[config.mk]
export PLATFORM = sky130hd
export DESIGN_NAME = serial_subtractor
export DESIGN_NICKNAME = d
export VERILOG_FILES = /design/src/rtl/serial_sub_pkg.sv /design/src/rtl/full_subtractor_cell.sv /design/src/rtl/serial_subtractor.sv
export SDC_FILE = /design/constraint.sdc
export NUM_CORES = 1
export LEC_CHECK = 0
export BUFFER_PORTS_ARGS = -buffer_cell sky130_fd_sc_hd__buf_2
export CAP_MARGIN = 40
export CELL_PAD_IN_SITES_DETAIL_PLACEMENT = 0
export CELL_PAD_IN_SITES_GLOBAL_PLACEMENT = 1
export CORE_MARGIN = 2
export CORE_UTILIZATION = 30
export CTS_BUF_LIST = sky130_fd_sc_hd__clkbuf_8
export CTS_CLUSTER_DIAMETER = 100
export DETAILED_ROUTE_END_ITERATION = 12
export PLACE_DENSITY = 0.61
export SLEW_MARGIN = 10
export SYNTH_ARGS = -nofsm -noshare
export SYNTH_HDL_FRONTEND = slang
export SYNTH_SLANG_ARGS = --single-unit
[constraint.sdc]
create_clock -name clk -period 1.34 [get_ports clk]
set_input_delay 0.268 -clock clk [delete_from_list [all_inputs] [get_ports clk]]
set_output_delay 0.268 -clock clk [all_outputs]
set_load 0.01 [all_outputs]
[src/rtl/serial_sub_pkg.sv]
// serial_sub_pkg: shared FSM state encoding and the bit-counter width helper
// for the bit-serial subtractor.
package serial_sub_pkg;

    typedef enum logic [1:0] {
        IDLE  = 2'd0,
        SHIFT = 2'd1,
        DONE  = 2'd2
    } state_e;

    // The counter must be able to hold WIDTH itself, not just WIDTH-1.
    function automatic int cnt_width(input int width);
        return $clog2(width + 1);
    endfunction

endpackage

[src/rtl/full_subtractor_cell.sv]
// full_subtractor_cell: one-bit full subtractor built from two half subtractors.
// Ports:
//   x    - minuend bit
//   y    - subtrahend bit
//   bin  - borrow in
//   d    - difference bit, x - y - bin
//   bout - borrow out
module full_subtractor_cell (
    input  logic x,
    input  logic y,
    input  logic bin,
    output logic d,
    output logic bout
);

    logic d1, b1, b2;

    assign d1   = x ^ y;
    assign b1   = ~x & y;
    assign d    = d1 ^ bin;
    assign b2   = ~d1 & bin;
    assign bout = b1 | b2;

endmodule

[src/rtl/serial_subtractor.sv]
// serial_subtractor: bit-serial a - b, LSB first, one bit per clock, start/done handshake.
// Ports:
//   clk        - rising-edge clock
//   rst_n      - asynchronous active-low reset
//   start      - request pulse, only honoured in IDLE
//   a, b       - minuend / subtrahend, captured when start is accepted
//   busy       - high while bits are being shifted
//   done       - one-cycle pulse when diff/borrow_out have been updated
//   diff       - (a - b) mod 2^WIDTH, held until the next operation completes
//   borrow_out - 1 iff a < b (unsigned), held with diff
module serial_subtractor
    import serial_sub_pkg::*;
#(
    parameter int WIDTH = 8
) (
    input  logic             clk,
    input  logic             rst_n,
    input  logic             start,
    input  logic [WIDTH-1:0] a,
    input  logic [WIDTH-1:0] b,
    output logic             busy,
    output logic             done,
    output logic [WIDTH-1:0] diff,
    output logic             borrow_out
);

    localparam int CW = cnt_width(WIDTH);

    state_e           state_q, state_d;
    logic [WIDTH-1:0] sa_q, sa_d, sb_q, sb_d, sres_q, sres_d, diff_q, diff_d;
    logic [CW-1:0]    cnt_q, cnt_d;
    logic             bff_q, bff_d, bo_q, bo_d;
    logic             d, bout;
    logic [WIDTH:0]   sres_cat;

    full_subtractor_cell u_cell (
        .x    (sa_q[0]),
        .y    (sb_q[0]),
        .bin  (bff_q),
        .d    (d),
        .bout (bout)
    );

    // New bit enters at the MSB; dropping bit 0 of the concatenation also works for WIDTH=1.
    assign sres_cat = {d, sres_q};

    always_comb begin
        state_d = state_q;
        sa_d    = sa_q;
        sb_d    = sb_q;
        sres_d  = sres_q;
        cnt_d   = cnt_q;
        bff_d   = bff_q;
        diff_d  = diff_q;
        bo_d    = bo_q;
        if (state_q == IDLE) begin
            if (start) begin
                sa_d    = a;
                sb_d    = b;
                sres_d  = '0;
                cnt_d   = '0;
                bff_d   = 1'b0;
                state_d = SHIFT;
            end
        end else if (state_q == SHIFT) begin
            sa_d   = sa_q >> 1;
            sb_d   = sb_q >> 1;
            sres_d = sres_cat[WIDTH:1];
            bff_d  = bout;
            cnt_d  = cnt_q + CW'(1);
            if (cnt_q == CW'(WIDTH - 1)) begin
                diff_d  = sres_cat[WIDTH:1];
                bo_d    = bout;
                state_d = DONE;
            end
        end else begin
            state_d = IDLE;
        end
    end

    always_ff @(posedge clk or negedge rst_n) begin
        if (!rst_n) begin
            state_q <= IDLE;
            sa_q    <= '0;
            sb_q    <= '0;
            sres_q  <= '0;
            cnt_q   <= '0;
            bff_q   <= 1'b0;
            diff_q  <= '0;
            bo_q    <= 1'b0;
        end else begin
            state_q <= state_d;
            sa_q    <= sa_d;
            sb_q    <= sb_d;
            sres_q  <= sres_d;
            cnt_q   <= cnt_d;
            bff_q   <= bff_d;
            diff_q  <= diff_d;
            bo_q    <= bo_d;
        end
    end

    assign busy       = (state_q == SHIFT);
    assign done       = (state_q == DONE);
    assign diff       = diff_q;
    assign borrow_out = bo_q;

endmodule

# Yosys cells after proc, flatten, opt, wreduce, memory -nomap -nowiden
# Cells that the tools add are included.
[word_totals]
wordCells = 46
register_bits = 40
out_inout_bits = 11
inputBits = 19
[op_classes]
n_mux = 19
reduce_logical = 5
n_eq_ne = 5
add_sub_neg = 1
bitwise_logic = 8
[ops]
columns = ["operator", "count"]
rows = [
  ["$mux 8", 9],
  ["$mux 4", 3],
  ["$mux 2", 4],
  ["$add 4x1->4 const B", 1],
  ["$eq 4x3->1 const B", 1],
  ["$reduce_and 2->1", 2],
  ["$mux 1", 3],
  ["$ne 3x1->1 const B", 1],
  ["$not 1->1", 3],
  ["$reduce_and 3->1", 1],
  ["$and 1x1->1", 2],
  ["$eq 2x1->1 const B", 1],
  ["$eq 2x2->1 const B", 1],
  ["$logic_not 2->1", 1],
  ["$ne 2x2->1 const B", 1],
  ["$reduce_bool 2->1", 1],
  ["$xor 1x1->1", 2],
  ["$or 1x1->1", 1],
]

# Longest topological paths before layout
# Gate-level depths: netlist of run 1.
[logic_depth]
depth_word = 6
ltp_mapped = 5

# Hierarchy
# Synthesis of run 1 repeated with hierarchy kept, for this count alone.
[unflattened]
hier_cells = 152
area_unflattened_um2 = 1709.1
[by_module_without_submodules]
columns = ["module", "cells_per_inst", "instances", "seq_area_each_um2", "area_each_um2"]
rows = [
  ["serial_subtractor", 148, 1, 975.9, 1677.9],
  ["full_subtractor_cell", 4, 1, 0.0, 31.3],
]

# Worst setup path before layout of run 1
# No wires, ideal clock.
[synth_path]
kind = "reg2reg"
start = "reg cnt_q[0]"
end = "reg diff_q[0], in the netlist diff[0]"
t_required_ps = 1215
arrival_time_ps = 1321
path_stages_with_launch = 5
setup_time_ps = 125
synth_period_minus_slack_ps = 1445
path_buffers = 0
setup_slack_ps = -105
path_cell_list = "dfrtp_1 > ha_1 > nand2_1 > nor3_4 > mux2_2"
[synth_via]
elab_chain_cells = 2
[synth_rtl]
columns = ["element", "line_no", "rtl"]
rows = [
  ["start: declaration", "serial_subtractor.sv:31", "logic [CW-1:0] cnt_q, cnt_d;"],
  ["start signal: assignment", "serial_subtractor.sv:96", "cnt_q <= cnt_d;"],
  ["$eq 4x3->1", "serial_subtractor.sv:71", "if (cnt_q == CW'(WIDTH - 1)) begin"],
  ["$reduce_and 3->1 (no source line)", "-", ""],
  ["end signal: assignment", "serial_subtractor.sv:98", "diff_q <= diff_d;"],
  ["end: declaration", "serial_subtractor.sv:30", "logic [WIDTH-1:0] sa_q, sa_d, sb_q, sb_d, sres_q, sres_d, diff_q, diff_d;"],
]
# No other way between the ends.
# A chain may end at the register's enable or synchronous reset.

# Worst setup path after layout of run 1
[layout_path]
start = "reg state_q[0]"
end = "out busy"
[layout_via]
elab_chain_cells = 1
[layout_rtl]
columns = ["element", "line_no", "rtl"]
rows = [
  ["start: declaration", "serial_subtractor.sv:29", "state_e state_q, state_d;"],
  ["start signal: assignment", "serial_subtractor.sv:92", "state_q <= state_d;"],
  ["$eq 2x1->1", "serial_subtractor.sv:103", "assign busy = (state_q == SHIFT);"],
  ["end: declaration", "serial_subtractor.sv:21", "output logic busy,"],
]
# No other way between the ends.

==> impl_metrics.csv, run 1 <==
group,metric,value,unit
outcome,status,"complete, but fails checks",
outcome,violations,"setup timing",
drt,dr.pass1.iters,4,
placed_design,place.gp.congestion,0.796,
global_routing,grt_max_degree,40,
timing,hold_ws,0.234,ns
drt,post-route-drc-count,0,
final_layout,multiInputGateArea,761,um2
clock_tree,clk_pin_slew,0.08,ns
logic_synthesis,synth.cell_area,1720,um2
clock_tree,cts_buffers,5,
global_routing,antenna_found_initial,0,
final_layout,synthToLayoutAreaGrowth,37.7,%
worst_setup_path,critPathMaxFanout,2,
clock_tree,cts-root-buf,"clkbuf_8",
timing,fin_crit,1.46,ns
worst_setup_path,setup.worst_path.class,"reg2out",
drt,first_iter_violations,77,
timing,slew_violations,0,
floorplan,dieWidth,79.8,um
timing,worst_slack,-0.122,ns
final_layout,fill_cells,543,
logic_synthesis,syn_nets,174,
drt,ant_nets,0,
drt,vias_per_cell,4.88,
clock_tree,cts_tree,"built",
logic_synthesis,yosys_warnings,0,
floorplan,die_h,79.8,um
floorplan,start_util,0.311,
drt,vias,1370,
final_layout,regArea,976,um2
logic_synthesis,synth_cell_type_count,24,
logic_synthesis,syn_avg_cell_area,11.3,um2
worst_setup_path,critical_path.startpoint_type,"register",
timing,hold_viol_final,0,
worst_setup_path,required,1.07,ns
final_layout,layout.nets,229,
clock_tree,clk_latency,0.29,ns
hold_path,min_path_type,"in2reg",
final_layout,insertedDiodeCount,0,
drt,routedWlPerCell,14.8,um
clock_tree,htree_num_levels,2,
timing,fin_worst_skew,0.00893,ns
clock_tree,cts.sinks,39,
floorplan,fp-row-count,27,
timing,rsz0062_at_grt,"yes",
global_routing,grtUsageTotal,0.145,
logic_synthesis,synthCells,153,
placed_design,portBuffers,29,
timing,worst_pin_slew,0.247,ns
global_routing,grt_pass1_vias,1392,
power,vdd_drop_max,0.978,mV
global_routing,grt_overflow,0,
logic_synthesis,synth-seq-cells,39,
timing,max_freq,684,MHz
final_layout,drive_above_1_share,0.397,
power,totalPowerFinal,0.00492,W
global_routing,grt_pass1_wl,7040,um
worst_setup_path,worst_ep_arrival_time,1.19,ns
placed_design,dp_hpwl,2660,um
floorplan,fp.coreArea,5540,um2
job,maxCapViolations,0,
clock_tree,cts_buffer_depth,2,
logic_synthesis,yosysSeqAreaShare,0.567,
drt,finalWirelength,4150,um
logic_synthesis,synth_largest_area_cell,"dfrtp_1",
power,p_per_area,2080,nW/um2
logic_synthesis,synth.area.top_cells,"dfrtp_1 57%, mux2_2 5.9%, nor2b_1 5.1%, o21ai_0 4.9%, a22oi_1 4.8%",
timing,fin_crit_sh,1.09,
worst_setup_path,end_kind,"output port",
logic_synthesis,synth_top_cell_area_share,0.567,
timing,timing.final.setup_violations,30,
floorplan,dieArea,6360,um2
floorplan,io_pins,30,
timing,max_slew_margin,0.835,
power,static-leakage-power,1.11,nW
[area by class of cell]
class,count,area share
Clock buffer,7,0.0406
Clock inverter,1,0.00158
Inverter,5,0.00950
Multi-Input combinational cell,100,0.321
Sequential cell,39,0.412
Tap cell,72,0.0380
Timing Repair Buffer,57,0.178
[power breakdown]
group / leakage, nW / switching (W) / internal [W]
Clock: 0.0557 / 0.000402 / 0.000462
Combinational: 0.550 / 0.000931 / 0.00118
Sequential: 0.503 / 0.000332 / 0.00162
Total: 1.11 / 0.00166 / 0.00326
[cell usage in the layout, fill, tap and decap left out, drive strengths merged]
cell	count
a31oi	1
o22ai	1
dfrtp	39
mux2	9
inv	5
ha	1
nand3	1
a2bb2oi	1
o21bai	1
clkinvlp	1
and3b	3
a22oi	11
clkbuf	7
o21ai	17
a41oi	1
a22o	9
nand2	8
a21oi	16
fa	1
mux2i	1
nand2b	1
nor3	1
buf	56
nor2b	14
dlygate4sd3	1
nor2	2
[synth_stat cells (all sizes together)]
master / instances
dfrtp: 39
and3b: 3
nand2: 8
nand2b: 1
mux2: 9
nand3: 1
nor2b: 14
o22ai: 1
a31oi: 1
fa: 1
o21bai: 1
a41oi: 1
buf: 3
nor3: 1
clkbuf: 6
a22o: 9
a2bb2oi: 1
nor2: 2
inv: 5
ha: 1
a21oi: 16
a22oi: 11
o21ai: 17
mux2i: 1
[path summary, 6_finish.rpt]
kind	from	cells after the start	slack, ns	end
max in group asynchronous	rst_n	3	0.67	borrow_out$_DFFE_PN0P_
min in group asynchronous	rst_n	3	0.47	sa_q[0]$_DFFE_PN0P_
worst max-delay path	state_q[0]$_DFFE_PN0P_	4	-0.12	busy
worst max register to register	cnt_q[0]$_DFFE_PN0P_	5	-0.07	diff[5]$_DFFE_PN0P_
worst min register to register	sb_q[4]$_DFFE_PN0P_	2	0.49	sb_q[4]$_DFFE_PN0P_
worst min-delay path	b[2]	3	0.23	sb_q[2]$_DFFE_PN0P_
[per-stage QoR]
stage | utilization | setup TNS [ns] | area [um2] | instances | setup WS, ns
after CTS | 0.416 | -1.26 | 2300 | 277 | -0.115
final | 0.428 | -1.21 | 2370 | 281 | -0.122
after global placement | 0.376 | -0.253 | 2080 | 265 | -0.0380
after detailed placement | 0.376 | -0.589 | 2080 | 265 | -0.0906
after floorplan | - | -0.844 | 1720 | 153 | -0.105
after global routing | 0.428 | -3.11 | 2370 | 281 | -0.178
[critical path, cell delays in order (launching register included)]
cell        delay, ns
dfrtp_1          0.44
nand2b_4         0.11
buf_6            0.11
clkinvlp_4       0.11
buf_6            0.14
[repair_timing]
item	in CTS	in global routing
endpoints found under the setup margin	15	36
pin swaps	8	1
hold endpoints to repair	39	0
hold buffers	1	0
resized for setup	24	18
buffers inserted	3	4
[registers in the layout, summed over array words and instances, names as in the netlist]
signal and flops:
state_q 2, bff_q 1, borrow_out 1, sb_q 8, sres_q 7, diff 8, sa_q 8, cnt_q 4
[cell families after synthesis]
logic type      after synthesis  synth area share
compound gates               58             0.211
flops                        39             0.567
simple gates                 30             0.105
buf+inv                      14            0.0327
mux                          10            0.0647
fa+ha+maj                     2            0.0189
[layer usage]
layer	share of wire	global-route usage
met1	0.48	0.200
met2	0.45	0.225
met3	0.049	0.0339
met4	0.016	0.0508
met5	0	0
Note: power is estimated with default switching activity, not from simulation.
==> run 2, diff against run 1 <==
Settings changed: PLACE_DENSITY 0.61 to 0.63.
==> impl_metrics.csv, run 2 (synthesis gave the netlist of run 1 again) <==
group,metric,value,unit
outcome,status,"complete, but fails checks",
outcome,violations,"setup timing",
power,power_frac_seq,0.399,
drt,finalWirelength,4320,um
floorplan,io_pins,30,
power,static-leakage-power,1.11,nW
worst_setup_path,crit_family,"flip-flops",
placed_design,placed_cell_area,2090,um2
final_layout,drive_above_1_share,0.389,
power,totalPowerFinal,0.00487,W
clock_tree,cts_buffers,5,
global_routing,grt_pass1_wl,6990,um
worst_setup_path,crit_buf_inv,3,
global_routing,grtUsageTotal,0.142,
floorplan,fp-row-count,27,
timing,slew_violations,0,
drt,vias,1392,
drt,vias_per_cell,4.97,
timing,worst_pin_slew,0.504,ns
timing,max_freq,707,MHz
worst_setup_path,cpPeakStageDelay,0.40,ns
final_layout,layout.nets,228,
power,pwr-share-clk,0.172,
placed_design,portBuffers,29,
clock_tree,clk_pin_slew,0.08,ns
worst_setup_path,required,1.07,ns
final_layout,mostFrequentLayoutCell,"dfrtp_1",
floorplan,dieWidth,79.8,um
final_layout,insertedDiodeCount,0,
drt,ant_nets,0,
final_layout,stdcell_area,2370,um2
worst_setup_path,crit_slowest_cell,"dfrtp_1",
timing,worst_slack,-0.0744,ns
floorplan,die_h,79.8,um
floorplan,fp.coreArea,5540,um2
drt,dr.pass1.iters,4,
worst_setup_path,critPathMaxFanout,5,
power,intPower,0.00321,W
timing,fin_crit_sh,1.06,
clock_tree,cts_tree,"built",
global_routing,grt_max_degree,40,
clock_tree,cts_buffer_depth,2,
clock_tree,htree_num_levels,2,
worst_setup_path,crit_chain,"nand2b_4 > buf_6 > inv_8 > buf_6",
placed_design,place_ws,-0.0685,ns
timing,max_slew_margin,0.664,
timing,fin_crit,1.41,ns
placed_design,place_inst,264,
final_layout,utilization,0.428,
timing,timing.final.setup_violations,10,
placed_design,dp_hpwl,2750,um
global_routing,grt_overflow,0,
global_routing,antenna_found_initial,0,
final_layout,final_cells,280,
timing,hold_viol_final,0,
drt,post-route-drc-count,0,
final_layout,fill_cells,541,
worst_setup_path,end_kind,"output port",
final_layout,final_cell_mix,"38 x dfrtp_1, 28 x buf_2, 19 x buf_4",
timing,rsz0062_at_grt,"yes",
global_routing,grt_pass1_vias,1444,
power,p_per_area,2060,nW/um2
worst_setup_path,critical_path.startpoint_type,"register",
power,vdd_drop_max,0.897,mV
floorplan,dieArea,6360,um2
power,switchingPower,0.00166,W
timing,fin_worst_skew,0.00466,ns
worst_setup_path,setup.worst_path.class,"reg2out",
floorplan,start_util,0.311,
drt,first_iter_violations,131,
clock_tree,cts.sinks,39,
power,combPwrFrac,0.428,
placed_design,place.gp.congestion,0.831,
power,swShare,0.340,
drt,routedWlPerCell,15.4,um
worst_setup_path,crit_top_cell,"buf_6",
job,maxCapViolations,0,
clock_tree,cts-root-buf,"clkbuf_8",
worst_setup_path,worst_ep_arrival_time,1.15,ns
final_layout,synthToLayoutAreaGrowth,37.6,%
hold_path,min_path_type,"in2async",
clock_tree,clk_latency,0.29,ns
[run 2: timing repair]
| item | CTS | global route |
|---|---|---|
| setup buffers | 2 | 4 |
| hold buffers | 0 | 0 |
| gates cloned | 1 | 1 |
| gates resized for setup | 19 | 10 |
| setup endpoints to repair | 18 | 22 |
[run 2: metrics by stage]
stage | TNS [ns] | hold slack (ns)
after global routing | -0.874 | 0.0738
after detailed placement | -0.513 | 0.356
final | -0.323 | 0.0229
after global placement | -0.0745 | 0.343
after floorplan | -0.844 | -0.0276
after CTS | -0.431 | 0.0332
[run 2: final timing paths]
kind	slack, ns	endpoint	start	cells past startpoint
setup / recovery	-0.07	busy	state_q[1]$_DFFE_PN0P_	4
setup reg to reg	-0.03	diff[7]$_DFFE_PN0P_	cnt_q[0]$_DFFE_PN0P_	5
hold / removal	0.02	sa_q[1]$_DFFE_PN0P_	rst_n	2
min in group clk	0.27	sa_q[7]$_DFFE_PN0P_	a[7]	3
max in group asynchronous	0.94	state_q[0]$_DFFE_PN0P_	rst_n	2
hold reg to reg	0.49	sa_q[6]$_DFFE_PN0P_	sa_q[6]$_DFFE_PN0P_	2
[run 2: cell type report]
cell class              count  area, um2  share of cell area
multi-input cells         100        744               0.314
inverters                   5       26.3              0.0111
flip-flops and latches     39        977               0.413
clock inverters             2       16.3             0.00687
well taps                  72       90.1              0.0380
clock buffers               6       82.6              0.0349
repair buffers             56        432               0.182
[run 2: layer usage]
layer  routed length (um)  share of wire  vias to the layer above  global-route usage
li1                     -              -                      659                   -
met1                 2020           0.47                      680               0.187
met2                 2020           0.47                       43               0.230
met3                  235          0.054                       10              0.0362
met4                   46          0.011                        0              0.0458
met5                    0              0                        -                   0
[run 2: power by group through the flow]
| stage | logic, W | clock network [W] | registers (W) |
|---|---|---|---|
| 2_1_floorplan | 0.000961 | 0 | 0.00194 |
| 3_3_place_gp | 0.00166 | 0 | 0.00190 |
| 3_5_place_dp | 0.00172 | 0 | 0.00192 |
| 4_1_cts | 0.00196 | 0.000867 | 0.00193 |
| 5_1_grt | 0.00228 | 0.000929 | 0.00200 |
| 6_report | 0.00209 | 0.000839 | 0.00194 |
==> run 3, diff against run 2 <==
Settings changed: ABC_AREA set to 1, PLACE_DENSITY 0.63 to 0.65.
==> impl_metrics.csv, run 3 <==
group,metric,value,unit
logic_synthesis,synth_top_cell_area_share,0.544,
placed_design,place.gp.congestion,0.715,
clock_tree,clk_pin_slew,0.08,ns
logic_synthesis,synth_largest_area_cell,"dfrtp_1",
floorplan,dieArea,6620,um2
logic_synthesis,yosysSeqAreaShare,0.544,
final_layout,final_cell_mix,"71 x nand2_1, 37 x dfrtp_1, 27 x buf_2",
clock_tree,clk_latency,0.29,ns
worst_setup_path,end_kind,"output port",
drt,vias,1472,
timing,max_slew_margin,0.734,
global_routing,grtUsageTotal,0.128,
worst_setup_path,critical_path.startpoint_type,"register",
logic_synthesis,synth_most_common_cell,"nand2_1",
logic_synthesis,synth_edf_count,0,
final_layout,insertedDiodeCount,0,
timing,max_freq,761,MHz
logic_synthesis,synth.area.top_cells,"dfrtp_1 54%, nand2_1 15%, o21ai_0 5.3%, nand3_1 5.0%, o21ai_2 4.4%",
timing,fin_crit_sh,0.980,
timing,hold_viol_final,0,
timing,hold_ws,0.216,ns
final_layout,stdcell_area,2320,um2
worst_setup_path,setup.worst_path.class,"reg2out",
job,maxCapViolations,0,
timing,slew_violations,0,
logic_synthesis,yosys_warnings,0,
floorplan,fp-row-count,28,
logic_synthesis,synthCells,204,
global_routing,grt_overflow,0,
final_layout,drive_above_1_share,0.308,
timing,timing.final.setup_violations,0,
drt,vias_per_cell,4.49,
worst_setup_path,critPathMaxFanout,3,
logic_synthesis,synthFlopType,"dfrtp_1",
final_layout,synthToLayoutAreaGrowth,29.2,%
floorplan,io_pins,30,
drt,finalWirelength,4020,um
power,static-leakage-power,1.21,nW
clock_tree,cts.sinks,39,
clock_tree,cts_buffers,5,
timing,rsz0062_at_grt,"yes",
drt,routedWlPerCell,12.2,um
clock_tree,cts_buffer_depth,2,
placed_design,placed_cell_area,2090,um2
floorplan,dieWidth,81.4,um
logic_synthesis,syn_nets,225,
timing,fin_crit,1.31,ns
worst_setup_path,required,1.07,ns
hold_path,min_path_type,"in2reg",
logic_synthesis,synth-seq-cells,39,
logic_synthesis,synth_cell_type_count,20,
final_layout,mostFrequentLayoutCell,"nand2_1",
final_layout,layout.nets,273,
worst_setup_path,worst_ep_arrival_time,1.05,ns
clock_tree,cts_tree,"built",
placed_design,portBuffers,29,
floorplan,die_h,81.4,um
global_routing,grt_max_degree,27,
placed_design,dp_hpwl,2610,um
clock_tree,htree_num_levels,2,
outcome,status,"completed",
logic_synthesis,synth.cell_area,1800,um2
power,p_per_area,2280,nW/um2
drt,first_iter_violations,89,
clock_tree,cts-root-buf,"clkbuf_8",
global_routing,grt_pass1_wl,6300,um
drt,post-route-drc-count,0,
power,vdd_drop_max,0.786,mV
global_routing,grt_pass1_vias,1321,
timing,worst_pin_slew,0.400,ns
logic_synthesis,synth_commonest_cells,"72 x nand2_1, 39 x dfrtp_1, 19 x o21ai_0, 18 x nand3_1, 15 x inv_1",
drt,dr.pass1.iters,4,
final_layout,final_cells,328,
logic_synthesis,synthArstFlopShare,1.00,
drt,ant_nets,0,
global_routing,antenna_found_initial,0,
floorplan,fp.coreArea,5850,um2
floorplan,start_util,0.307,
logic_synthesis,syn_avg_cell_area,8.80,um2
timing,fin_worst_skew,0.00789,ns
timing,worst_slack,0.0265,ns
placed_design,place_inst,311,
placed_design,place_ws,0.0510,ns
-- run 3: changes by cell type after synthesis, sizes merged, moves of 12 or more --
cell / delta
a21oi: -15
inv: +12
nand2: +68
nand3: +17
nor2b: -14
-- run 3: metrics by stage --
stage               power, W  setup TNS, ns   util
global route         0.00578        -0.0381  0.396
floorplan            0.00343              0      -
detailed placement   0.00412              0  0.358
finish               0.00530              0  0.396
CTS                  0.00532              0  0.393
global placement     0.00410              0  0.358
-- run 3: cell type report --
class / count / area (um2)
repair buffers: 49 / 343
clock inverters: 3 / 43.8
flip-flops and latches: 39 / 978
fillers: 594 / 3530
clock buffers: 5 / 68.8
inverters: 17 / 71.3
well taps: 75 / 93.8
multi-input cells: 140 / 721
-- run 3: final timing paths --
path                                              from                endpoint  slack [ns]  cells after the start
min in group asynchronous                        rst_n     diff[2]$_DFFE_PN0P_        0.43                      2
worst max-delay path            state_q[0]$_DFFE_PN0P_                    busy        0.03                      4
max in group asynchronous                        rst_n     sa_q[3]$_DFFE_PN0P_        0.46                      3
worst max register to register    cnt_q[0]$_DFFE_PN0P_  borrow_out$_DFFE_PN0P_        0.09                      6
worst min register to register     diff[5]$_DFFE_PN0P_     diff[5]$_DFFE_PN0P_        0.48                      2
worst min-delay path                              b[7]     sb_q[7]$_DFFE_PN0P_        0.22                      3
-- run 3: routing by layer --
metal	global-route usage	wire (um)	vias to the layer above
met5	0	0	-
met4	0.0508	34	0
met3	0.0311	157	2
met2	0.200	1960	28
met1	0.169	1860	688
li1	-	-	754
-- run 3: kinds of logic (layout without fill, tap and decap cells) --
logic type	Yosys count	in the layout	share of synthesized area
simple gates	100	101	0.241
flops	39	39	0.544
fa+ha+maj	2	2	0.0181
compound gates	37	37	0.128
buf+inv	26	74	0.0697
-- run 3: worst max-delay path, cell delays in order, from the launching register on --
cell and delay, ns:
dfrtp_2 0.43, buf_6 0.12, nand2_4 0.07, inv_6 0.03, buf_6 0.11
-- run 3: power by group --
part           total [W]  switching, W  internal, W  leakage (nW)
clock network   0.000972      0.000418     0.000554        0.0581
registers        0.00195      0.000252      0.00170         0.493
logic            0.00238       0.00138      0.00100         0.655
-- run 3: repair_timing --
action / in CTS / in global routing
resized for setup: 9 / 5
gates cloned: 0 / 1
pin swaps: 1 / 2
hold endpoints to repair: 14 / 0
buffers inserted: 7 / 0
setup endpoints to repair: 2 / 13
hold buffers: 1 / 0
